**src/rtl/lc3_mmio_pkg.sv**
```systemverilog
// Shared constants for the LC-3 memory-mapped I/O responder: device addresses and status bit positions.
package lc3_mmio_pkg;

    localparam int unsigned MMIO_W = 16;
    localparam int unsigned BYTE_W = 8;

    localparam logic [MMIO_W-1:0] ADDR_KBSR = 16'hFE00;
    localparam logic [MMIO_W-1:0] ADDR_KBDR = 16'hFE02;
    localparam logic [MMIO_W-1:0] ADDR_DSR  = 16'hFE04;
    localparam logic [MMIO_W-1:0] ADDR_DDR  = 16'hFE06;
    localparam logic [MMIO_W-1:0] ADDR_MCR  = 16'hFFFE;

    localparam int unsigned BIT_READY = 15;
    localparam int unsigned BIT_IE    = 14;
    localparam int unsigned BIT_OVR   = 1;

    // Assemble a device status word from its three flag bits; all other bits read as zero.
    function automatic logic [MMIO_W-1:0] status_word(input logic rdy, input logic ie, input logic ovr);
        logic [MMIO_W-1:0] w;
        w            = '0;
        w[BIT_READY] = rdy;
        w[BIT_IE]    = ie;
        w[BIT_OVR]   = ovr;
        return w;
    endfunction

endpackage

```
**src/rtl/lc3_mmio_responder_if.sv**
```systemverilog
// CPU memory-bus, keyboard and display signals seen by the MMIO responder.
interface lc3_mmio_responder_if;
    import lc3_mmio_pkg::*;

    logic              mem_en;
    logic              mem_we;
    logic [MMIO_W-1:0] mar;
    logic [MMIO_W-1:0] wdata;
    logic              mmio_hit;
    logic [MMIO_W-1:0] rdata;
    logic              resp_valid;
    logic              kb_valid;
    logic [BYTE_W-1:0] kb_data;
    logic              kb_ready;
    logic              dsp_valid;
    logic [BYTE_W-1:0] dsp_data;
    logic              dsp_ready;
    logic              kb_irq;
    logic              dsp_irq;
    logic              run;

    modport master (
        output mem_en, mem_we, mar, wdata, kb_valid, kb_data, dsp_ready,
        input  mmio_hit, rdata, resp_valid, kb_ready, dsp_valid, dsp_data, kb_irq, dsp_irq, run
    );

    modport slave (
        input  mem_en, mem_we, mar, wdata, kb_valid, kb_data, dsp_ready,
        output mmio_hit, rdata, resp_valid, kb_ready, dsp_valid, dsp_data, kb_irq, dsp_irq, run
    );

endinterface

```
**src/rtl/lc3_byte_fifo.sv**
```systemverilog
// Small byte FIFO for keyboard input; simultaneous push and pop are both honoured.
module lc3_byte_fifo #(
    parameter int unsigned DEPTH = 4
) (
    input  logic       clk,
    input  logic       rst_n,
    input  logic       push,
    input  logic       pop,
    input  logic [7:0] din,
    output logic       full,
    output logic       empty,
    output logic       empty_nxt,
    output logic [7:0] head
);

    localparam int unsigned PTR_W = $clog2(DEPTH);
    localparam int unsigned CNT_W = PTR_W + 1;

    logic [7:0]       mem_q [DEPTH];
    logic [7:0]       mem_d [DEPTH];
    logic [PTR_W-1:0] wr_ptr_q, wr_ptr_d;
    logic [PTR_W-1:0] rd_ptr_q, rd_ptr_d;
    logic [CNT_W-1:0] count_q, count_d;
    logic             full_q, full_d;
    logic             empty_q, empty_d;
    logic             do_push, do_pop;

    // Next-state: pops and pushes qualified by the current occupancy, pointers wrap naturally.
    always_comb begin
        mem_d    = mem_q;
        wr_ptr_d = wr_ptr_q;
        rd_ptr_d = rd_ptr_q;
        do_push  = push & ~full_q;
        do_pop   = pop & ~empty_q;
        if (do_push) begin
            mem_d[wr_ptr_q] = din;
            wr_ptr_d        = wr_ptr_q + PTR_W'(1);
        end
        if (do_pop) begin
            rd_ptr_d = rd_ptr_q + PTR_W'(1);
        end
        count_d = count_q + CNT_W'(do_push) - CNT_W'(do_pop);
        full_d  = (count_d == CNT_W'(DEPTH));
        empty_d = (count_d == '0);
    end

    // State registers; reset flushes the FIFO.
    always_ff @(posedge clk or negedge rst_n) begin
        if (!rst_n) begin
            for (int i = 0; i < int'(DEPTH); i++) mem_q[i] <= '0;
            wr_ptr_q <= '0;
            rd_ptr_q <= '0;
            count_q  <= '0;
            full_q   <= 1'b0;
            empty_q  <= 1'b1;
        end else begin
            mem_q    <= mem_d;
            wr_ptr_q <= wr_ptr_d;
            rd_ptr_q <= rd_ptr_d;
            count_q  <= count_d;
            full_q   <= full_d;
            empty_q  <= empty_d;
        end
    end

    assign full      = full_q;
    assign empty     = empty_q;
    assign empty_nxt = empty_d;
    assign head      = mem_q[rd_ptr_q];

endmodule

```
**src/rtl/lc3_mmio_responder.sv**
```systemverilog
// LC-3 memory-mapped I/O responder: keyboard, display and machine-control registers.
module lc3_mmio_responder
    import lc3_mmio_pkg::*;
#(
    parameter int unsigned KB_DEPTH = 4,
    parameter int unsigned DATA_W   = 16
) (
    input  logic                 clk,
    input  logic                 reset,
    lc3_mmio_responder_if.slave  bus
);

    logic              sel_kbsr, sel_kbdr, sel_dsr, sel_ddr, sel_mcr, hit;
    logic              rd, wr, hs, ddr_accept;
    logic              fifo_push, fifo_pop, fifo_full, fifo_empty, fifo_empty_nxt;
    logic [BYTE_W-1:0] fifo_head;
    logic              unused_wdata;

    logic [DATA_W-1:0] rdata_q, rdata_d;
    logic              resp_valid_q, resp_valid_d;
    logic              kb_ie_q, kb_ie_d;
    logic [BYTE_W-1:0] last_kb_q, last_kb_d;
    logic              rdy_q, rdy_d;
    logic              dsp_ie_q, dsp_ie_d;
    logic              ovr_q, ovr_d;
    logic              dsp_valid_q, dsp_valid_d;
    logic [BYTE_W-1:0] dsp_data_q, dsp_data_d;
    logic              run_q, run_d;
    logic              kb_irq_q, kb_irq_d;
    logic              dsp_irq_q, dsp_irq_d;

    assign unused_wdata = ^bus.wdata[13:8];

    assign fifo_push = bus.kb_valid & ~fifo_full;

    lc3_byte_fifo #(.DEPTH(KB_DEPTH)) u_kb_fifo (
        .clk       (clk),
        .rst_n     (reset),
        .push      (fifo_push),
        .pop       (fifo_pop),
        .din       (bus.kb_data),
        .full      (fifo_full),
        .empty     (fifo_empty),
        .empty_nxt (fifo_empty_nxt),
        .head      (fifo_head)
    );

    // Address decode, read mux, write side effects and display handshake.
    always_comb begin
        sel_kbsr = bus.mem_en && (bus.mar == ADDR_KBSR);
        sel_kbdr = bus.mem_en && (bus.mar == ADDR_KBDR);
        sel_dsr  = bus.mem_en && (bus.mar == ADDR_DSR);
        sel_ddr  = bus.mem_en && (bus.mar == ADDR_DDR);
        sel_mcr  = bus.mem_en && (bus.mar == ADDR_MCR);
        hit      = sel_kbsr | sel_kbdr | sel_dsr | sel_ddr | sel_mcr;
        rd       = hit & ~bus.mem_we;
        wr       = hit & bus.mem_we;

        rdata_d      = rdata_q;
        resp_valid_d = hit;
        kb_ie_d      = kb_ie_q;
        last_kb_d    = last_kb_q;
        rdy_d        = rdy_q;
        dsp_ie_d     = dsp_ie_q;
        ovr_d        = ovr_q;
        dsp_valid_d  = dsp_valid_q;
        dsp_data_d   = dsp_data_q;
        run_d        = run_q;

        fifo_pop   = sel_kbdr & ~bus.mem_we & ~fifo_empty;
        hs         = dsp_valid_q & bus.dsp_ready;
        ddr_accept = rdy_q | hs;

        if (hs) begin
            dsp_valid_d = 1'b0;
            rdy_d       = 1'b1;
        end

        if (rd) begin
            if (sel_kbsr)      rdata_d = status_word(~fifo_empty, kb_ie_q, 1'b0);
            else if (sel_kbdr) rdata_d = {8'h00, (fifo_empty ? last_kb_q : fifo_head)};
            else if (sel_dsr)  rdata_d = status_word(rdy_q, dsp_ie_q, ovr_q);
            else if (sel_ddr)  rdata_d = {8'h00, dsp_data_q};
            else               rdata_d = {run_q, 15'b0};
        end

        if (fifo_pop) last_kb_d = fifo_head;

        if (wr) begin
            if (sel_kbsr) kb_ie_d = bus.wdata[BIT_IE];
            if (sel_dsr) begin
                dsp_ie_d = bus.wdata[BIT_IE];
                ovr_d    = 1'b0;
            end
            if (sel_ddr) begin
                if (ddr_accept) begin
                    dsp_data_d  = bus.wdata[BYTE_W-1:0];
                    dsp_valid_d = 1'b1;
                    rdy_d       = 1'b0;
                end else begin
                    ovr_d = 1'b1;
                end
            end
            if (sel_mcr) run_d = bus.wdata[15];
        end

        kb_irq_d  = ~fifo_empty_nxt & kb_ie_d;
        dsp_irq_d = rdy_d & dsp_ie_d;
    end

    // Register bank and response register.
    always_ff @(posedge clk or negedge reset) begin
        if (!reset) begin
            rdata_q      <= '0;
            resp_valid_q <= 1'b0;
            kb_ie_q      <= 1'b0;
            last_kb_q    <= '0;
            rdy_q        <= 1'b1;
            dsp_ie_q     <= 1'b0;
            ovr_q        <= 1'b0;
            dsp_valid_q  <= 1'b0;
            dsp_data_q   <= '0;
            run_q        <= 1'b1;
            kb_irq_q     <= 1'b0;
            dsp_irq_q    <= 1'b0;
        end else begin
            rdata_q      <= rdata_d;
            resp_valid_q <= resp_valid_d;
            kb_ie_q      <= kb_ie_d;
            last_kb_q    <= last_kb_d;
            rdy_q        <= rdy_d;
            dsp_ie_q     <= dsp_ie_d;
            ovr_q        <= ovr_d;
            dsp_valid_q  <= dsp_valid_d;
            dsp_data_q   <= dsp_data_d;
            run_q        <= run_d;
            kb_irq_q     <= kb_irq_d;
            dsp_irq_q    <= dsp_irq_d;
        end
    end

    assign bus.mmio_hit   = hit;
    assign bus.rdata      = rdata_q;
    assign bus.resp_valid = resp_valid_q;
    assign bus.kb_ready   = ~fifo_full;
    assign bus.dsp_valid  = dsp_valid_q;
    assign bus.dsp_data   = dsp_data_q;
    assign bus.kb_irq     = kb_irq_q;
    assign bus.dsp_irq    = dsp_irq_q;
    assign bus.run        = run_q;

endmodule

```
**src/flat_wrapper.sv**
```systemverilog
// flat-port wrapper written by rule: the top's interface ports become plain ports
module lc3_mmio_responder_flat import lc3_mmio_pkg::*;
#(
    parameter int unsigned KB_DEPTH = 4,
    parameter int unsigned DATA_W   = 16
)
  (clk, reset, bus_mem_en, bus_mem_we, bus_mar, bus_wdata, bus_kb_valid, bus_kb_data, bus_dsp_ready, bus_mmio_hit, bus_rdata, bus_resp_valid, bus_kb_ready, bus_dsp_valid, bus_dsp_data, bus_kb_irq, bus_dsp_irq, bus_run);
  lc3_mmio_responder_if bus_i ();
  input  logic clk;
  input  logic reset;
  input wire logic [$bits(bus_i.mem_en)-1:0] bus_mem_en;
  input wire logic [$bits(bus_i.mem_we)-1:0] bus_mem_we;
  input wire logic [$bits(bus_i.mar)-1:0] bus_mar;
  input wire logic [$bits(bus_i.wdata)-1:0] bus_wdata;
  input wire logic [$bits(bus_i.kb_valid)-1:0] bus_kb_valid;
  input wire logic [$bits(bus_i.kb_data)-1:0] bus_kb_data;
  input wire logic [$bits(bus_i.dsp_ready)-1:0] bus_dsp_ready;
  output wire logic [$bits(bus_i.mmio_hit)-1:0] bus_mmio_hit;
  output wire logic [$bits(bus_i.rdata)-1:0] bus_rdata;
  output wire logic [$bits(bus_i.resp_valid)-1:0] bus_resp_valid;
  output wire logic [$bits(bus_i.kb_ready)-1:0] bus_kb_ready;
  output wire logic [$bits(bus_i.dsp_valid)-1:0] bus_dsp_valid;
  output wire logic [$bits(bus_i.dsp_data)-1:0] bus_dsp_data;
  output wire logic [$bits(bus_i.kb_irq)-1:0] bus_kb_irq;
  output wire logic [$bits(bus_i.dsp_irq)-1:0] bus_dsp_irq;
  output wire logic [$bits(bus_i.run)-1:0] bus_run;
  assign bus_i.mem_en = bus_mem_en;
  assign bus_i.mem_we = bus_mem_we;
  assign bus_i.mar = bus_mar;
  assign bus_i.wdata = bus_wdata;
  assign bus_i.kb_valid = bus_kb_valid;
  assign bus_i.kb_data = bus_kb_data;
  assign bus_i.dsp_ready = bus_dsp_ready;
  assign bus_mmio_hit = bus_i.mmio_hit;
  assign bus_rdata = bus_i.rdata;
  assign bus_resp_valid = bus_i.resp_valid;
  assign bus_kb_ready = bus_i.kb_ready;
  assign bus_dsp_valid = bus_i.dsp_valid;
  assign bus_dsp_data = bus_i.dsp_data;
  assign bus_kb_irq = bus_i.kb_irq;
  assign bus_dsp_irq = bus_i.dsp_irq;
  assign bus_run = bus_i.run;
  lc3_mmio_responder #(.KB_DEPTH(KB_DEPTH), .DATA_W(DATA_W)) u_core (.clk(clk), .reset(reset), .bus(bus_i));
endmodule
```
**config.mk**
```make
export PLATFORM = sky130hd
export DESIGN_NAME = lc3_mmio_responder_flat
export DESIGN_NICKNAME = d
export VERILOG_FILES = /design/src/rtl/lc3_mmio_pkg.sv /design/src/rtl/lc3_mmio_responder_if.sv /design/src/rtl/lc3_byte_fifo.sv /design/src/rtl/lc3_mmio_responder.sv /design/src/flat_wrapper.sv
export SDC_FILE = /design/constraint.sdc
export NUM_CORES = 1
export LEC_CHECK = 0
export BUFFER_PORTS_ARGS = -buffer_cell sky130_fd_sc_hd__buf_2
export CAP_MARGIN = 10
export CORE_ASPECT_RATIO = 0.5
export CORE_MARGIN = 1.5
export CORE_UTILIZATION = 58
export DETAILED_ROUTE_END_ITERATION = 8
export PLACE_DENSITY = 0.85
export SYNTH_ARGS = -nofsm -noshare
export SYNTH_HDL_FRONTEND = slang
export SYNTH_SLANG_ARGS = --single-unit
```
**constraint.sdc**
```tcl
create_clock -name clk -period 4 [get_ports clk]
set_clock_uncertainty 0.05 [all_clocks]
set_input_delay 0.6 -clock clk [delete_from_list [all_inputs] [get_ports clk]]
set_output_delay 0.6 -clock clk [all_outputs]
set_load 0.1 [all_outputs]
```
Word-level counts from Yosys, hierarchy flattened

Index checks and enable logic that the tools add are counted.

Add/sub/neg operators: 4
$mul: 0
Divide/modulo/power cells: 0
Magnitude comparators: 3
Eq/ne operators: 6
Shift-type cells: 0
Muxes and demuxes: 26
Bitwise logic cells: 21
Reduce and logical (&&, ||, !) cells: 9

Operator list:

| cell                                                       | number |
|---|---|
| == test 16 bit, second input constant                      | 5 |
| 2-to-1 mux 16 bit                                          | 4 |
| bitwise mux 32 bit                                         | 1 |
| 2-to-1 mux 8 bit                                           | 4 |
| binary-select mux 8 bit (select 2 bit)                     | 1 |
| demux 8 bit (select 2 bit)                                 | 1 |
| 2-to-1 mux 1 bit                                           | 15 |
| bitwise AND 1 bit                                          | 10 |
| >= comparator 3 bit, second input constant                 | 2 |
| logical AND 1 bit                                          | 6 |
| NOT 2 -> 3 bit                                             | 2 |
| OR 1 bit                                                   | 5 |
| adder 2 x 1 -> 2 bit, second input constant                | 2 |
| NOT 1 bit                                                  | 4 |
| adder 3 x 1 -> 3 bit                                       | 1 |
| == test 3 bit, second input constant                       | 1 |
| zero test 3 bit                                            | 1 |
| less-than comparator 3 x 1 -> 1 bit, second input constant | 1 |
| AND reduction 3 bit                                        | 1 |
| subtractor 3 x 1 -> 3 bit                                  | 1 |
| AND reduction 2 bit                                        | 1 |

Bits in registers: 82
Bits in latches: 0
Memory bits (writable): 0
Memory bits (read-only): 0
Output and inout port bits: 31
Word-level logic and storage cells: 90
Memories: 0

Logic depth before layout (Yosys ltp)

Word-level depth: 9
Depth in mapped cells: 12
Gate-level depth less buffers: 11

Hierarchy

From an unflattened synthesis, not the netlist that was laid out.

Cells, all modules: 280
Area, all modules: 3763.6 um^2

Modules (own cells, without submodules):

| module             | instances | cells each | area each (um^2) |
|---|---|---|---|
| lc3_byte_fifo      | 1         | 110        | 1886.8 |
| lc3_mmio_responder | 1         | 170        | 1876.8 |

Worst setup path after synthesis

OpenSTA, ideal clock, no wires.

Kind: input port to flip-flop
Start point: input bus_mar[3]
End point: register u_core.kb_irq_q, in the netlist u_core.bus.kb_irq
Setup time: 124 ps
Arrival time: 3155 ps
Setup slack: 671 ps
Cell stages on the path: 11
Path through: or4_4 -> or3_4 -> nor4_1 -> ha_1 -> inv_1 -> ha_1 -> inv_1 -> fa_1 -> xnor2_1 -> xnor2_1 -> o31a_1

Longest elaborated chain between the ends: 9
Elaborated cells on any way between the ends: 24

Ends and longest elaborated chain:

| element                         | RTL line                  | text |
|---|---|---|
| from (decl)                     | flat_wrapper.sv:13        | `input wire logic [$bits(bus_i.mar)-1:0] bus_mar;` |
| == test 16 bit                  | lc3_mmio_responder.sv:51  | `sel_kbdr = bus.mem_en && (bus.mar == ADDR_KBDR);` |
| logical AND 1 bit               | lc3_mmio_responder.sv:51  |  |
| bitwise AND 1 bit (2 in a row)  | lc3_mmio_responder.sv:70  | `fifo_pop = sel_kbdr & ~bus.mem_we & ~fifo_empty;` |
| via u_core.fifo_pop             | lc3_mmio_responder.sv:15  | `logic fifo_push, fifo_pop, fifo_full, fifo_empty, fifo_empty_nxt;` |
| bitwise AND 1 bit               | lc3_byte_fifo.sv:34       | `do_pop = pop & ~empty_q;` |
| subtractor 3 x 1 -> 3 bit       | lc3_byte_fifo.sv:42       | `count_d = count_q + CNT_W'(do_push) - CNT_W'(do_pop);` |
| via u_core.u_kb_fifo.count_d[2] | lc3_byte_fifo.sv:23       | `logic [CNT_W-1:0] count_q, count_d;` |
| zero test 3 bit                 | lc3_byte_fifo.sv:44       | `empty_d = (count_d == '0);` |
| NOT 1 bit                       | lc3_mmio_responder.sv:107 | `kb_irq_d = ~fifo_empty_nxt & kb_ie_d;` |
| bitwise AND 1 bit               | lc3_mmio_responder.sv:107 |  |
| via u_core.kb_irq_d             | lc3_mmio_responder.sv:29  | `logic kb_irq_q, kb_irq_d;` |
| to (signal assigned)            | lc3_mmio_responder.sv:137 | `kb_irq_q <= kb_irq_d;` |
| to (decl)                       | lc3_mmio_responder.sv:29  |  |

The timed path passes the listed nets, and every way through them passes these cells.
A chain may end at the register's enable or synchronous reset.

Worst setup path in the final report

Start point: input bus_mar[3]
End point: register u_core.u_kb_fifo.full_q, in the netlist u_core.u_kb_fifo.full

Longest elaborated chain between the ends: 7

Ends and longest elaborated chain:

| element                         | RTL line                 | text |
|---|---|---|
| == test 16 bit                  | lc3_mmio_responder.sv:51 |  |
| logical AND 1 bit               | lc3_mmio_responder.sv:51 |  |
| bitwise AND 1 bit (2 in a row)  | lc3_mmio_responder.sv:70 |  |
| via u_core.fifo_pop             | lc3_mmio_responder.sv:15 |  |
| bitwise AND 1 bit               | lc3_byte_fifo.sv:34      |  |
| subtractor 3 x 1 -> 3 bit       | lc3_byte_fifo.sv:42      |  |
| via u_core.u_kb_fifo.count_d[2] | lc3_byte_fifo.sv:23      |  |
| == test 3 bit                   | lc3_byte_fifo.sv:43      | `full_d = (count_d == CNT_W'(DEPTH));` |
| via u_core.u_kb_fifo.full_d     | lc3_byte_fifo.sv:24      | `logic full_q, full_d;` |
| to (signal assigned)            | lc3_byte_fifo.sv:61      | `full_q <= full_d;` |
| to (decl)                       | lc3_byte_fifo.sv:24      |  |

The timed path passes the listed nets, and every way through them passes these cells.

==> reports/summary.txt <==
SETUP PATH
-------------------------------------------------------------------------------------------------
CP top delay family                                                                  simple AND/OR/NAND/NOR gates
Largest stage delay, worst path                                                            560 ps
Number of buffers and inverters on the critical path                                            3
Cell with the largest stage delay on the worst path                                  sky130_fd_sc_hd__or4_4
CP Class                                                                             primary input to flop
Critical Path End Type                                                                       flop
Data arrival time of the worst path                                                       3790 ps
Type of origin of the critical path                                                  primary input
Top fanout value on the critical path                                                           4
CP Data Required Time                                                                     4200 ps
List of cells traversed by the critical path                                         buf_2, or4_4, or3_4, nor4_1, ha_1, inv_1, ha_1, inv_1, fa_1, xnor2_1, xnor2_1, nor3b_1

DETAILED ROUTING
-------------------------------------------------------------------------------------------------
Antenna-violating nets left                                                                     0
Vias per cell                                                                                5.65
Number of design-rule violations left by the first detailed-router iteration                  141
Number of vias in the routed layout                                                         2,469
Sum of routed wire length over all layers                                                 7510 um
WL/cell                                                                                   17.2 um
DRC viols                                                                                       0
Length of the first detailed-routing pass in iterations                                         4

CELLS AND AREA
-------------------------------------------------------------------------------------------------
Area growth from synthesis to layout                                                        19.6%
Area taken by flip-flops and latches                                                     1910 um2
Commonest non-fill, non-tap cells in the layout                                      sky130_fd_sc_hd__dfrtp_1 (73), sky130_fd_sc_hd__buf_2 (64), sky130_fd_sc_hd__mux2_2 (51)
Share of final-layout standard cells stronger than drive strength 1                         0.393
ANT cells                                                                                       0
Net count, final                                                                              413
Most common cell after layout, fill and taps aside                                   sky130_fd_sc_hd__dfrtp_1
Final Non-Filler Cells                                                                        437
Post-route design area                                                                   4260 um2
Area taken by multi-input logic gates                                                    1550 um2
Share of the core filled with cells in the final layout                                     0.746
Filler cell count                                                                             346

CLOCK NETWORK
-------------------------------------------------------------------------------------------------
TritonCTS clock tree                                                                          yes
Post-cts resize count                                                                           0
Number of sinks handled by clock tree synthesis                                                76
Source-to-sink clock delay at the later pin of the worst-skew pair                         330 ps
Hold_buf cts                                                                                    0
Clock-pin slew on the worst setup and hold paths                                            60 ps
CTS Root Cell                                                                        sky130_fd_sc_hd__clkbuf_16
Post-CTS setup buffers                                                                          0
Number of CTS-inserted buffers                                                                  9
Number of H-tree branching levels                                                               3
Longest Clk Path Bufs                                                                           2

POWER
-------------------------------------------------------------------------------------------------
Max VDD drop                                                                             0.316 mV
Cell area power density                                                                621 nW/um2
Static power due to leakage                                                               2.01 nW

PLACE
-------------------------------------------------------------------------------------------------
Weighted congestion at the end of routability-driven global placement                       0.834
Placed standard-cell area                                                                3910 um2
Port Buffers                                                                                   64
Count of placed standard cells including taps                                                 421
Detail Placement HPWL                                                                     4990 um

YOSYS
-------------------------------------------------------------------------------------------------
Number of distinct library cell variants in the gate-level netlist after synthesis             41
Number of warning messages in the yosys log                                                     0
Mapped Avg Cell Area                                                                     12.1 um2
Flip-flop and latch count after synthesis                                                      76
Area of the mapped netlist                                                               3560 um2
Number of cells produced by synthesis                                                         295
Register area share after synthesis                                                         0.535

GRT
-------------------------------------------------------------------------------------------------
Routing usage on met1                                                                       0.325
Vias in the first global route                                                              2,524
Met2 Use GR                                                                                 0.412
Layer with the highest usage after global routing                                            met2
First-pass GRT wire length                                                              12,600 um
Initial antenna violation count                                                                 0
M3 GR Usage                                                                                0.0896
Total global routing track utilization                                                      0.253
Residual overflow from global routing                                                           0
Pin count of the biggest net entering global routing                                           41

TIMING
-------------------------------------------------------------------------------------------------
Share of the clock period used by the worst path after layout                               0.898
Relative slew slack                                                                         0.425
Unrepaired setup endpoints after global routing                                                no
Time the worst path needs with I/O delays and setup                                       3590 ps
Measured slew at the worst slew-check pin                                                  862 ps
Final max-slew violation count                                                                  0
Highest attainable clock frequency                                                        278 MHz
Final Hold Fails                                                                                0
Post-route setup TNS                                                                         0 ps
Total setup violations reported at the end of the flow                                          0

FLOORPLAN
-------------------------------------------------------------------------------------------------
Number of top-level pins                                                                       77
DIE HEIGHT                                                                                58.4 um
Initial Utilization                                                                         0.624
Die area                                                                                 6650 um2
Rows                                                                                           19
Area of the placeable core                                                               5710 um2
Die outline width                                                                          114 um

JOB
-------------------------------------------------------------------------------------------------
Max_cap viols                                                                                   0

MIN PATH
-------------------------------------------------------------------------------------------------
Type of the most critical hold path                                                  primary input to asynchronous set/reset pin

RUN STATUS
-------------------------------------------------------------------------------------------------
Outcome                                                                              finished clean

[per-stage QoR]
stage / setup WS, ps / total power, mW / hold WS [ps]
5_1_grt: 328 / 2.76 / 424
2_1_floorplan: 671 / 1.54 / 254
3_5_place_dp: 145 / 1.72 / 419
6_report: 407 / 2.64 / 334
3_3_place_gp: 326 / 1.65 / 411
4_1_cts: 495 / 2.65 / 358
[power breakdown]
part	internal (mW)	switching, mW
Combinational	0.310	0.321
Clock	0.606	0.311
Sequential	0.975	0.121
Total	1.89	0.753
[worst reg2reg max path, stage by stage (launching register included)]
cell and delay, ps:
sky130_fd_sc_hd__dfstp_2 450, sky130_fd_sc_hd__nor2_1 160, sky130_fd_sc_hd__nand2_1 70, sky130_fd_sc_hd__nor4_1 380, sky130_fd_sc_hd__ha_1 330, sky130_fd_sc_hd__inv_1 60
sky130_fd_sc_hd__ha_1 130, sky130_fd_sc_hd__inv_1 70, sky130_fd_sc_hd__fa_1 400, sky130_fd_sc_hd__xnor2_1 160, sky130_fd_sc_hd__xnor2_1 300, sky130_fd_sc_hd__nor3b_1 220
[routing by layer]
metal	routed length [um]	vias to the layer above
met2	3490	87
met4	110	0
met1	3420	1209
li1	-	1161
met5	0	-
met3	492	12
[final timing paths]
path | slack [ps] | to | from | cells past startpoint
max in group asynchronous | 2560 | u_core.bus.run | reset | 2
worst min-delay path | 330 | u_core.u_kb_fifo.mem_q[27] | reset | 1
worst max-delay path | 410 | u_core.u_kb_fifo.full | bus_mar[3] | 12
worst max register to register | 1150 | u_core.u_kb_fifo.full | u_core.u_kb_fifo.empty | 11
min in group clk | 420 | u_core.bus.rdata[15] | u_core.bus.rdata[15] | 2
worst min register to register | 420 | u_core.bus.rdata[15] | u_core.bus.rdata[15] | 2
[logic make-up after synthesis]
family	synth area share
buffers and inverters	0.0362
multiplexers	0.216
flip-flops	0.535
XOR/XNOR	0.0123
AO/OA/AOI/OAI	0.0717
other	0.00105
AND/OR/NAND/NOR	0.101
adder cells (fa/ha/maj)	0.0267
[registers in the layout, summed over array words and instances (netlist names), 2 cells and up]
| name | count |
|---|---|
| u_core.u_kb_fifo.rd_ptr_q | 2 |
| u_core.last_kb_q | 8 |
| u_core.u_kb_fifo.count_q | 3 |
| u_core.u_kb_fifo.mem_q | 32 |
| u_core.u_kb_fifo.wr_ptr_q | 2 |
| u_core.bus.dsp_data | 8 |
| u_core.bus.rdata | 10 |
[synthesized netlist by cell type]
cell,number,share of area
sky130_fd_sc_hd__dfrtp_1,73,0.51
sky130_fd_sc_hd__mux2_2,51,0.16
sky130_fd_sc_hd__nand2_1,33,0.035
sky130_fd_sc_hd__o21ai_0,26,0.037
sky130_fd_sc_hd__mux2i_1,15,0.042
sky130_fd_sc_hd__inv_1,11,0.012
sky130_fd_sc_hd__nor2_1,11,0.012
sky130_fd_sc_hd__clkbuf_1,10,0.011
sky130_fd_sc_hd__a22oi_1,7,0.015
sky130_fd_sc_hd__buf_4,6,0.013
sky130_fd_sc_hd__ha_1,6,0.021
sky130_fd_sc_hd__nor3_1,4,0.0056
sky130_fd_sc_hd__xnor2_1,4,0.0098
sky130_fd_sc_hd__a21oi_1,3,0.0042
sky130_fd_sc_hd__dfstp_2,3,0.022
sky130_fd_sc_hd__nand4_1,3,0.0053
sky130_fd_sc_hd__a41oi_1,2,0.0049
sky130_fd_sc_hd__mux4_2,2,0.013
sky130_fd_sc_hd__nand3_1,2,0.0028
sky130_fd_sc_hd__nor2b_1,2,0.0035
sky130_fd_sc_hd__a21o_1,1,0.0021
sky130_fd_sc_hd__buf_2,1,0.0014
sky130_fd_sc_hd__conb_1,1,0.0011
sky130_fd_sc_hd__fa_1,1,0.0056
sky130_fd_sc_hd__nand2_4,1,0.0032
sky130_fd_sc_hd__nand3b_1,1,0.0021
sky130_fd_sc_hd__nand4b_1,1,0.0025
sky130_fd_sc_hd__nor3_4,1,0.0046
sky130_fd_sc_hd__nor3b_1,1,0.0021
sky130_fd_sc_hd__nor4_1,1,0.0018
sky130_fd_sc_hd__nor4_4,1,0.0060
sky130_fd_sc_hd__nor4b_2,1,0.0042
sky130_fd_sc_hd__o2111ai_1,1,0.0025
sky130_fd_sc_hd__o211ai_1,1,0.0021
sky130_fd_sc_hd__o21a_1,1,0.0021
sky130_fd_sc_hd__o31a_1,1,0.0025
sky130_fd_sc_hd__or3_1,1,0.0018
sky130_fd_sc_hd__or3_4,1,0.0032
sky130_fd_sc_hd__or4_4,1,0.0032
sky130_fd_sc_hd__or4bb_1,1,0.0032
sky130_fd_sc_hd__xor2_1,1,0.0025
[area by class of cell]
class	instances	share of cell area
clock buffer	9	0.0529
multi-input combinational	196	0.363
sequential	76	0.447
clock inverter	6	0.0267
tap	73	0.0214
inverter	11	0.00969
timing repair buffer	66	0.0787
Note: power is estimated with default switching activity, not from simulation.
